===== src/rtl/regfile_write_arbiter.sv =====
// Two-requester round-robin write arbiter in front of a single register-file write port.
// Writes to x0 are acknowledged without touching the register file; stalled writes time out.
module regfile_write_arbiter #(
    parameter int unsigned TIMEOUT = 16
) (
    input  logic        clk,
    input  logic        reset,
    input  logic        req0,
    input  logic        req1,
    input  logic [4:0]  reg0,
    input  logic [4:0]  reg1,
    input  logic [63:0] data0,
    input  logic [63:0] data1,
    output logic        done0,
    output logic        done1,
    output logic        rf_write_enable,
    output logic [4:0]  rf_write_register,
    output logic [63:0] rf_write_value,
    input  logic        rf_write_done,
    output logic        busy,
    output logic        grant_id,
    output logic        error
);

    localparam logic [1:0] IDLE  = 2'd0;
    localparam logic [1:0] ISSUE = 2'd1;
    localparam logic [1:0] WAIT  = 2'd2;
    localparam logic [1:0] ACK   = 2'd3;

    localparam logic [4:0] CNT_LAST = 5'(TIMEOUT - 1);

    logic [1:0]  state_q, state_d;
    logic        prio_q, prio_d;
    logic [4:0]  cnt_q, cnt_d;
    logic [4:0]  hold_reg_q, hold_reg_d;
    logic [63:0] hold_data_q, hold_data_d;
    logic        grant_q, grant_d;
    logic        error_q, error_d;
    logic        sel;
    logic [4:0]  sel_reg;

    always_comb begin
        state_d     = state_q;
        prio_d      = prio_q;
        cnt_d       = cnt_q;
        hold_reg_d  = hold_reg_q;
        hold_data_d = hold_data_q;
        grant_d     = grant_q;
        error_d     = error_q;
        // Both requesting: priority holder wins; otherwise whoever is asking.
        sel         = (req0 && req1) ? prio_q : req1;
        sel_reg     = sel ? reg1 : reg0;
        case (state_q)
            IDLE: begin
                if (req0 || req1) begin
                    grant_d     = sel;
                    hold_reg_d  = sel_reg;
                    hold_data_d = sel ? data1 : data0;
                    state_d     = (sel_reg == 5'd0) ? ACK : ISSUE;
                end
            end
            ISSUE: begin
                cnt_d   = '0;
                state_d = WAIT;
            end
            WAIT: begin
                if (rf_write_done) begin
                    state_d = ACK;
                end else if (cnt_q == CNT_LAST) begin
                    state_d = ACK;
                    error_d = 1'b1;
                end else begin
                    cnt_d = cnt_q + 5'd1;
                end
            end
            ACK: begin
                prio_d  = ~grant_q;
                state_d = IDLE;
            end
            default: state_d = IDLE;
        endcase
    end

    always_ff @(posedge clk or negedge reset) begin
        if (!reset) begin
            state_q     <= IDLE;
            prio_q      <= 1'b0;
            cnt_q       <= '0;
            hold_reg_q  <= '0;
            hold_data_q <= '0;
            grant_q     <= 1'b0;
            error_q     <= 1'b0;
        end else begin
            state_q     <= state_d;
            prio_q      <= prio_d;
            cnt_q       <= cnt_d;
            hold_reg_q  <= hold_reg_d;
            hold_data_q <= hold_data_d;
            grant_q     <= grant_d;
            error_q     <= error_d;
        end
    end

    // Outputs come straight from registered state so reset clears them asynchronously.
    assign busy              = (state_q != IDLE);
    assign rf_write_enable   = (state_q == ISSUE);
    assign rf_write_register = (state_q == ISSUE || state_q == WAIT) ? hold_reg_q  : '0;
    assign rf_write_value    = (state_q == ISSUE || state_q == WAIT) ? hold_data_q : '0;
    assign done0             = (state_q == ACK) && !grant_q;
    assign done1             = (state_q == ACK) && grant_q;
    assign grant_id          = grant_q;
    assign error             = error_q;

endmodule


===== config.mk =====
export PLATFORM = sky130hd
export DESIGN_NAME = regfile_write_arbiter
export DESIGN_NICKNAME = d
export VERILOG_FILES = /design/src/rtl/regfile_write_arbiter.sv
export SDC_FILE = /design/constraint.sdc
export NUM_CORES = 1
export LEC_CHECK = 0
export ABC_AREA = 1
export CAP_MARGIN = 20
export CELL_PAD_IN_SITES_DETAIL_PLACEMENT = 1
export CELL_PAD_IN_SITES_GLOBAL_PLACEMENT = 2
export CORE_MARGIN = 5
export CORE_UTILIZATION = 18
export CTS_CLUSTER_DIAMETER = 150
export DETAILED_ROUTE_END_ITERATION = 6
export PLACE_DENSITY_LB_ADDON = 0.1
export SLEW_MARGIN = 25
export SYNTH_ARGS = -nofsm -noshare
export SYNTH_HDL_FRONTEND = slang
export SYNTH_SLANG_ARGS = --single-unit

===== constraint.sdc =====
create_clock -name clk -period 1.8 [get_ports clk]
set_clock_uncertainty 0.2 [all_clocks]
set_input_delay 0.27 -clock clk [delete_from_list [all_inputs] [get_ports clk]]
set_output_delay 0.27 -clock clk [all_outputs]
set_load 0.005 [all_outputs]

* Word-level counts from Yosys, hierarchy flattened
Index checks and enable logic that the tools add are counted.
Cells by class: bitwise logic cells 2, multipliers 0, shifts and indexed selects 0, magnitude comparators 0, equal/unequal tests 8, reductions and logical operators 14, muxes and demuxes 13, add/sub/neg operators 1, div/mod/pow operators 0
Operators with widths (number):
- $mux 64 | 2
- $mux 5 | 4
- $pmux 5 s2 | 1
- $mux 2 | 4
- $pmux 2 s4 | 1
- $ne 2x2->1 const B | 3
- $reduce_and 3->1 | 2
- $add 5x1->5 const B | 1
- $eq 5x4->1 const B | 1
- $logic_not 5->1 | 1
- $eq 2x2->1 const B | 2
- $reduce_and 2->1 | 2
- $reduce_bool 2->1 | 2
- $logic_and 1x1->1 | 3
- $ne 3x3->1 const B | 1
- $eq 2x1->1 const B | 1
- $logic_not 2->1 | 1
- $logic_or 1x1->1 | 2
- $not 1->1 | 2
- $logic_not 1->1 | 1
- $mux 1 | 1
Storage, ports and cells: ROM bits 0, bits in registers 79, bits in latches 0, input port bits 143, RAM bits 0, memories kept 0

* Logic depth before layout (Yosys ltp)
Gate-level depths: netlist (run 1).
word-level depth 7, gate-level depth with buffers 11

* Worst setup path after synthesis (run 1)
OpenSTA, ideal clock, no wires.
path type register -> output, start register state_q[1], end output port rf_write_value[53], arrival time 1428 ps, data required time 1330 ps, path buffers 3, path slack -98 ps, stages on the path, launching flop included 8, cells stage by stage dfrtp_1 -> inv_1 -> ha_1 -> buf_2 -> buf_2 -> buf_1 -> nand2_1 -> inv_1
Between the ends: cells in the longest elaborated chain, start to end 3, elaborated cells between the ends (all ways) 4, classes of those cells eq/ne (2); mux (1); reduce/logical (1)
Ends and longest elaborated chain:
- start, declared | line 32 | logic [1:0] state_q, state_d;
- start signal, assigned | line 94 | state_q <= state_d;
- $eq 2x1->1 or $eq 2x2->1 (tied branches) | line 108 | assign rf_write_value = (state_q == ISSUE || state_q == WAIT) ? hold_data_q : '0;
- $logic_or 1x1->1 (*) | line 108
- $mux 64 (*) | line 108
- end, declared | line 18 | output logic [63:0] rf_write_value,
Every way passes the cells marked *; elsewhere a longest branch is shown, timed or not.

* Worst setup path after layout (run 1)
start register state_q[1], end output port rf_write_value[56]
Same word-level chain as after synthesis.

==> out/metrics.csv, run 1 <==
stage;metric;value;unit
synthesis;synth_seq_area_share;46.3;%
floorplanning;core-area;23400;um^2
clock_network;clkSinkCount;79;
placed_design;gp_congestion;0.738;
route;drt-pass1-iter-count;4;
power_and_ir_drop;swShare;41.3;%
synthesis;synth_warnings;0;
grt;grt_remaining_overflow;0;
synthesis;yosys.cell_count.top_type;nand2_1;
power_and_ir_drop;p_per_area;1980;nW/um^2
clock_network;cts.root.buffer_cell;clkbuf_16;
floorplanning;die_x;164;um
grt;grt_usage;15.2;%
power_and_ir_drop;vdd_drop_max;0.760;mV
min_path;hp-class;flip-flop to flip-flop;
clock_network;clk-insertion-delay-late;0.34;ns
cells_and_area;utilization;35.3;%
cells_and_area;final_cells;1184;
sta;relSlewSlack;69.1;%
sta;worst_slack;-0.341;ns
clock_network;cts_tree;done;
power_and_ir_drop;clock_power_share;12.7;%
cells_and_area;area_growth;93.8;%
grt;grt_pass1_wl;31400;um
flow_run;cap_violations;0;
synthesis;syn_area_per_cell;7.06;um^2
worst_setup_path;path_cells;inv_2, ha_4, buf_6, buf_8, buf_12, nand2_4, inv_2, buf_6;
synthesis;synthCells;604;
route;dr.first_iter.drc_count;213;
power_and_ir_drop;pwr-share-seq;20.9;%
synthesis;ys_async_sr_fraction;100;%
synthesis;synth_cell_type_count;24;
power_and_ir_drop;combPwrFrac;66.4;%
cells_and_area;fin_nets;1010;
cells_and_area;layout-drive-gt1-share;33.6;%
route;drc;0;
worst_setup_path;slowest_delay;0.37;ns
sta;rsz0062_at_grt;yes;
floorplanning;io_pins;218;
route;totalWireLength;20500;um
route;antenna_left;0;
sta;period_minus_slack;2.14;ns
route;wl_per_cell;17.3;um
worst_setup_path;cp.arrival;1.67;ns
worst_setup_path;crit_fanout;7;
floorplanning;die_h;164;um
grt;grt_max_degree;80;
synthesis;synth-edff-count;0;
synthesis;synth_seq_cells;79;
status;outcome;finished with violations;
synthesis;synthTopCellsByCount;nand2_1, inv_1, dfrtp_1, o21ai_0, nor2_1;
clock_network;numCtsBuffers;9;
clock_network;cts_buffer_depth;2;
power_and_ir_drop;p_sw;6760;uW
sta;worst_pin_slew;0.463;ns
synthesis;synth.top_cell.area_share;46.3;%
worst_setup_path;cp-start-kind;flip-flop;
floorplanning;fp.dieArea;26900;um^2
synthesis;syn_area;4270;um^2
worst_setup_path;slowest_stage;dfrtp_1;
floorplanning;num_rows;56;
sta;hold_violations;0;
worst_setup_path;critPathRequiredTime;1.33;ns
grt;first_global_vias;5485;
placed_design;place_inst;1137;
grt;antenna_found_initial;0;
synthesis;yosysTopAreaCell;dfrtp_1;
synthesis;synth_flop_cell;dfrtp_1;
sta;min_period_over_period;119;%
clock_network;htreeDepth;3;
power_and_ir_drop;p_leak;0.00413;uW
route;num_vias;4843;
synthesis;synth_area_leaders;dfrtp_1, nand2_1, o21ai_0;
clock_network;cts.clk_slew.worst_paths;0.06;ns
synthesis;syn_nets;754;
worst_setup_path;path_class;flip-flop to primary output;
sta;max_freq;0.467;GHz
power_and_ir_drop;power.total;16400;uW
floorplanning;initial_core_util;18.2;%
sta;maxSlewViolCount;0;
sta;finalSetupViolCount;75;
status;violations;setup timing;
placed_design;dp_hpwl;13800;um
power_and_ir_drop;intPower;9620;uW
route;vias_per_cell;4.09;
cells_and_area;diodes;0;
placed_design;io_buffers;217;
worst_setup_path;critPathCaptureType;primary output;
-- path summary, 6_finish.rpt --
kind,start,to,slack (ns),cells after the start
worst max-delay path,state_q[1],rf_write_value[56],-0.34,8
worst min-delay path,hold_data_q[44],hold_data_q[44],0.29,2
worst max register to register,state_q[1],cnt_q[2],-0.12,10
worst min register to register,hold_data_q[44],hold_data_q[44],0.29,2
max in group asynchronous,reset,hold_reg_q[1],0.74,3
min in group asynchronous,reset,hold_data_q[24],0.30,3
-- flip-flops by register name, indices dropped and copies added (netlist names) --
| register | count |
|---|---|
| hold_reg_q | 5 |
| cnt_q | 5 |
| state_q | 2 |
| grant_id | 1 |
| hold_data_q | 64 |
| error | 1 |
| prio_q | 1 |
-- per-layer routing --
metal / wire length (um) / track usage [%] / vias to the layer above / part of all wire, %
li1: - / - / 2385 / -
met1: 9220 / 20.1 / 2312 / 45
met2: 9420 / 23.9 / 134 / 46
met3: 1630 / 5.72 / 12 / 8.0
met4: 186 / 3.20 / 0 / 0.91
met5: 0 / 0 / - / 0
-- cell usage in the layout (no fill, tap or decap), types with 3 or more instances in the layout --
cell,instances
buf_6,41
buf_2,24
nand2_2,23
clkdlybuf4s50_1,143
inv_2,54
dfrtp_1,79
buf_8,8
buf_4,29
buf_12,15
ha_4,3
o21ai_1,57
a31oi_1,3
nand2_1,92
nor2_2,3
buf_16,7
nand3_1,5
nor3_1,3
clkbuf_16,10
inv_1,35
o21ai_0,76
nand2_4,43
nor2_4,3
nor2_1,72
clkbuf_2,10
-- logic make-up after synthesis --
| family | count (synthesis) | share of synthesized area, % |
|---|---|---|
| AO/OA/AOI/OAI | 144 | 17.4 |
| adder cells (fa/ha/maj) | 7 | 2.05 |
| buffers and inverters | 127 | 12.0 |
| flip-flops | 79 | 46.3 |
| AND/OR/NAND/NOR | 247 | 22.2 |
-- power by group through the flow --
stage	sequential (uW)	combinational [uW]	clock, uW
after floorplan	3000	3130	0
after global placement	3160	7130	0
after detailed placement	3170	7230	0
after CTS	3290	9880	2160
after global routing	3530	11900	2230
final	3420	10900	2080
-- timing repair --
item / 4_1_cts / 5_1_grt
pin swaps: 2 / 7
resized for setup: 398 / 143
buffers inserted: 22 / 8
hold buffers: 1 / 0
endpoints found under the setup margin: 123 / 108
cloned: 8 / 1
endpoints found under the hold margin: 79 / 0
-- final cells by class --
class                      count  area, um^2
fill                        2817       15100
timing repair buffer         281        2950
multi-input combinational    398        2250
sequential                    79        1980
tap                          319         399
inverter                      91         352
clock buffer                  11         253
clock inverter                 5        80.1
-- stage by stage --
step	setup TNS (ns)	instance area (um^2)	hold WS, ns	setup slack [ns]
4_1_cts	-24.54	7870	0.294	-0.433
3_3_place_gp	-30.22	7040	0.151	-0.321
6_report	-19.76	8270	0.290	-0.341
2_1_floorplan	0	4270	-0.226	0.00966
5_1_grt	-25.39	8270	0.323	-0.417
3_5_place_dp	-34.32	7040	0.144	-0.355
-- worst max-delay path, delay by kind of cell, from the launching register on --
kind / cells / cell delay, ns
and+or+nand+nor: 1 / 0.05
DFF: 1 / 0.37
adders and majority gates: 1 / 0.30
buffers and inverters: 6 / 0.59
Power figures use the tool's default switching activity.
==> inputs of run 2 (changes only) <==
--- a/config.mk
+++ b/config.mk
@@ -12,6 +12,7 @@
 export CORE_MARGIN = 5
 export CORE_UTILIZATION = 18
 export CTS_CLUSTER_DIAMETER = 150
+export CTS_CLUSTER_SIZE = 20
 export DETAILED_ROUTE_END_ITERATION = 6
 export PLACE_DENSITY_LB_ADDON = 0.1
 export SLEW_MARGIN = 25
==> results of run 2 <==
Same layout as run 1: the final DEF is identical, and so are final timing and power.
==> inputs of run 3 (changes only) <==
--- a/config.mk
+++ b/config.mk
@@ -9,11 +9,12 @@
 export CAP_MARGIN = 20
 export CELL_PAD_IN_SITES_DETAIL_PLACEMENT = 1
 export CELL_PAD_IN_SITES_GLOBAL_PLACEMENT = 2
-export CORE_MARGIN = 5
-export CORE_UTILIZATION = 18
-export CTS_CLUSTER_DIAMETER = 150
+export CORE_MARGIN = 4
+export CORE_UTILIZATION = 29
+export CTS_CLUSTER_DIAMETER = 200
 export CTS_CLUSTER_SIZE = 20
 export DETAILED_ROUTE_END_ITERATION = 6
+export DONT_BUFFER_PORTS = 1
 export PLACE_DENSITY_LB_ADDON = 0.1
 export SLEW_MARGIN = 25
 export SYNTH_ARGS = -nofsm -noshare
==> run 3 against run 2 <==
The run ends with hold timing, setup timing left. Clock power decreased by 7%. Design area decreased by 14%. Register-to-register slack improved by 0.18 ns. Via count is 5.3% lower. Sequential share of layout area is 4.0 points higher. Non-clock buffer count shrank 96. Combinational power down 27%. Critical path depth down 2. Core utilization rose by 14 points. Critical path type unchanged. Critical endpoint is now rf_write_value[46]. Highest routed layer unchanged.
==> out/metrics.csv, run 3 (synthesis gave the netlist of run 1 again) <==
stage;metric;value;unit;change
status;outcome;finished with violations;;
status;violations;hold timing, setup timing;;
worst_setup_path;slowest_delay;0.37;ns;about the same
cells_and_area;layout-drive-gt1-share;28.0;%;-5.7 points
cells_and_area;fin_nets;914;;-9.5%
sta;worst_pin_slew;0.251;ns;-0.213 ns
route;dr.first_iter.drc_count;211;;-0.94%
floorplanning;num_rows;44;;-21%
worst_setup_path;path_class;flip-flop to primary output;;
sta;period_minus_slack;1.99;ns;-0.156 ns
clock_network;clkSinkCount;79;;unchanged
floorplanning;die_h;129;um;-21%
sta;relSlewSlack;83.2;%;+14 points
clock_network;htreeDepth;3;;unchanged
clock_network;cts.root.buffer_cell;clkbuf_16;;
power_and_ir_drop;vdd_drop_max;0.922;mV;+21%
cells_and_area;multi_input_area;2110;um^2;-6.3%
cells_and_area;registers.top_by_ff_count;hold_data_q;;
min_path;hp-class;input port to asynchronous set/reset pin;;
sta;max_freq;0.504;GHz;+7.8%
route;wl_per_cell;18.4;um;+6.5%
cells_and_area;diodes;0;;unchanged
worst_setup_path;cpMostUsedCell;buf_12;;
worst_setup_path;slowest_stage;dfrtp_1;;
placed_design;place_area;4580;um^2;-35%
cells_and_area;utilization;49.0;%;+14 points
route;num_vias;4586;;-5.3%
worst_setup_path;path_buf_inv;4;;-2
worst_setup_path;critPathCaptureType;primary output;;
grt;antenna_found_initial;0;;unchanged
floorplanning;io_pins;218;;unchanged
route;vias_per_cell;4.81;;+18%
placed_design;io_buffers;0;;-100%
clock_network;cts_buffer_depth;2;;unchanged
route;totalWireLength;17500;um;-14%
route;antenna_left;0;;unchanged
cells_and_area;final_cells;953;;-20%
grt;first_global_vias;4932;;-10%
floorplanning;fp.dieArea;16700;um^2;-38%
clock_network;cts.clk_slew.worst_paths;0.06;ns;about the same
cells_and_area;area_growth;66.2;%;
clock_network;cts_tree;done;;
worst_setup_path;cp-start-kind;flip-flop;;
sta;hold_slack;-0.581;ns;-0.871 ns
power_and_ir_drop;p_per_area;1870;nW/um^2;-5.7%
grt;grt_pass1_wl;25900;um;-18%
cells_and_area;largestRegisters;hold_data_q (64), cnt_q (5), hold_reg_q (5);;
grt;grt_usage;19.6;%;+4.4 points
cells_and_area;largest_reg_flops;64;;unchanged
placed_design;place_inst;772;;-32%
power_and_ir_drop;p_leak;0.00349;uW;-16%
route;drc;0;;unchanged
placed_design;gp_congestion;0.781;;+5.9%
clock_network;numCtsBuffers;9;;unchanged
placed_design;dp_hpwl;10100;um;-27%
cells_and_area;final_cell_mix;dlygate4sd3_1, nand2_1, dfrtp_1, inv_2, nor2_1;;
floorplanning;core-area;14500;um^2;-38%
clock_network;clk-insertion-delay-late;0.34;ns;about the same
sta;maxSlewViolCount;0;;unchanged
grt;grt_max_degree;80;;unchanged
sta;finalSetupViolCount;69;;-8.0%
sta;rsz0062_at_grt;yes;;
floorplanning;initial_core_util;29.5;%;+11 points
worst_setup_path;cp.arrival;1.52;ns;-0.15 ns
cells_and_area;fill_cells;1671;;-41%
worst_setup_path;crit_fanout;9;;+2
floorplanning;die_x;129;um;-21%
clock_network;cts-hold-fix-buffers;137;;+136
cells_and_area;layout_commonest_cell;dlygate4sd3_1;;
cells_and_area;register_area;1980;um^2;unchanged
worst_setup_path;path_cells;inv_2, ha_4, buf_12, buf_12, nand2_1, inv_1;;
sta;hold_violations;79;;+79
grt;grt_remaining_overflow;0;;unchanged
route;drt-pass1-iter-count;4;;unchanged
sta;min_period_over_period;110;%;-8.7 points
flow_run;cap_violations;0;;unchanged
sta;worst_slack;-0.186;ns;+0.156 ns
worst_setup_path;path_delay_family;buffers and inverters;;
worst_setup_path;critPathRequiredTime;1.33;ns;about the same
cells_and_area;fin_area;7090;um^2;-14%
[run 3: cell count changes in the layout (fill, tap and decap cells not counted), sizes merged]
cell	before	now
buf	124	40
bufinv	2	1
clkbuf	22	21
clkdlybuf4s15	2	0
clkdlybuf4s50	143	0
clkinv	1	2
clkinvlp	2	0
dlygate4sd3	1	137
[run 3: per-layer routing]
layer	share of wire, %	track usage, %	wire length, um	vias up
li1	-	-	-	2185
met1	42	23.2	7420	2256
met2	51	35.3	8940	129
met3	5.5	5.52	968	16
met4	1.2	4.63	207	0
met5	0	0	0	-
[run 3: stage by stage]
stage / TNS [ns] / power [uW] / setup WS, ns
after floorplan: 0 / 6130 / 0.00966
after global placement: -0.136 / 7610 / -0.0314
after detailed placement: -0.750 / 7720 / -0.105
after CTS: -12.05 / 11200 / -0.230
after global routing: -17.68 / 14300 / -0.265
final: -11.34 / 13300 / -0.186
[run 3: worst paths after layout]
check	from	to	slack (ns)	cells past startpoint
worst max-delay path	state_q[0]	rf_write_value[46]	-0.19	6
worst min register to register	hold_data_q[61]	hold_data_q[61]	0.29	2
worst min-delay path	reset	hold_data_q[24]	-0.58	0
worst max register to register	state_q[0]	hold_data_q[29]	0.06	8
max in group asynchronous	reset	hold_data_q[47]	1.82	0
min in group clk	req1	hold_reg_q[0]	0.02	3
[run 3: repair_timing]
item	4_1_cts	5_1_grt
endpoints found under the setup margin	102	118
pin swaps	1	4
cloned	3	9
hold endpoints to repair	148	79
buffers inserted	7	10
resized for setup	38	165
[run 3: final cells by class]
cell class	instances	share of cell area (%)
clock inverters	3	0.565
clock buffers	13	3.81
multi-input cells	398	29.8
well taps	184	3.25
repair buffers	185	29.8
inverters	91	4.89
flip-flops and latches	79	27.9
[run 3: worst reg2reg max path, stage by stage, from the launching register on]
cell and delay, ns:
dfrtp_1 0.39, inv_2 0.09, ha_4 0.14, inv_2 0.04, a21oi_4 0.22, buf_6 0.14
buf_12 0.13, o21ai_1 0.09, o21ai_1 0.20
[run 3: power by group]
part	leakage (uW)	internal, uW	switching (uW)
clock	0.000156	1180	759
sequential	0.000963	2640	675
combinational	0.00237	3660	4340
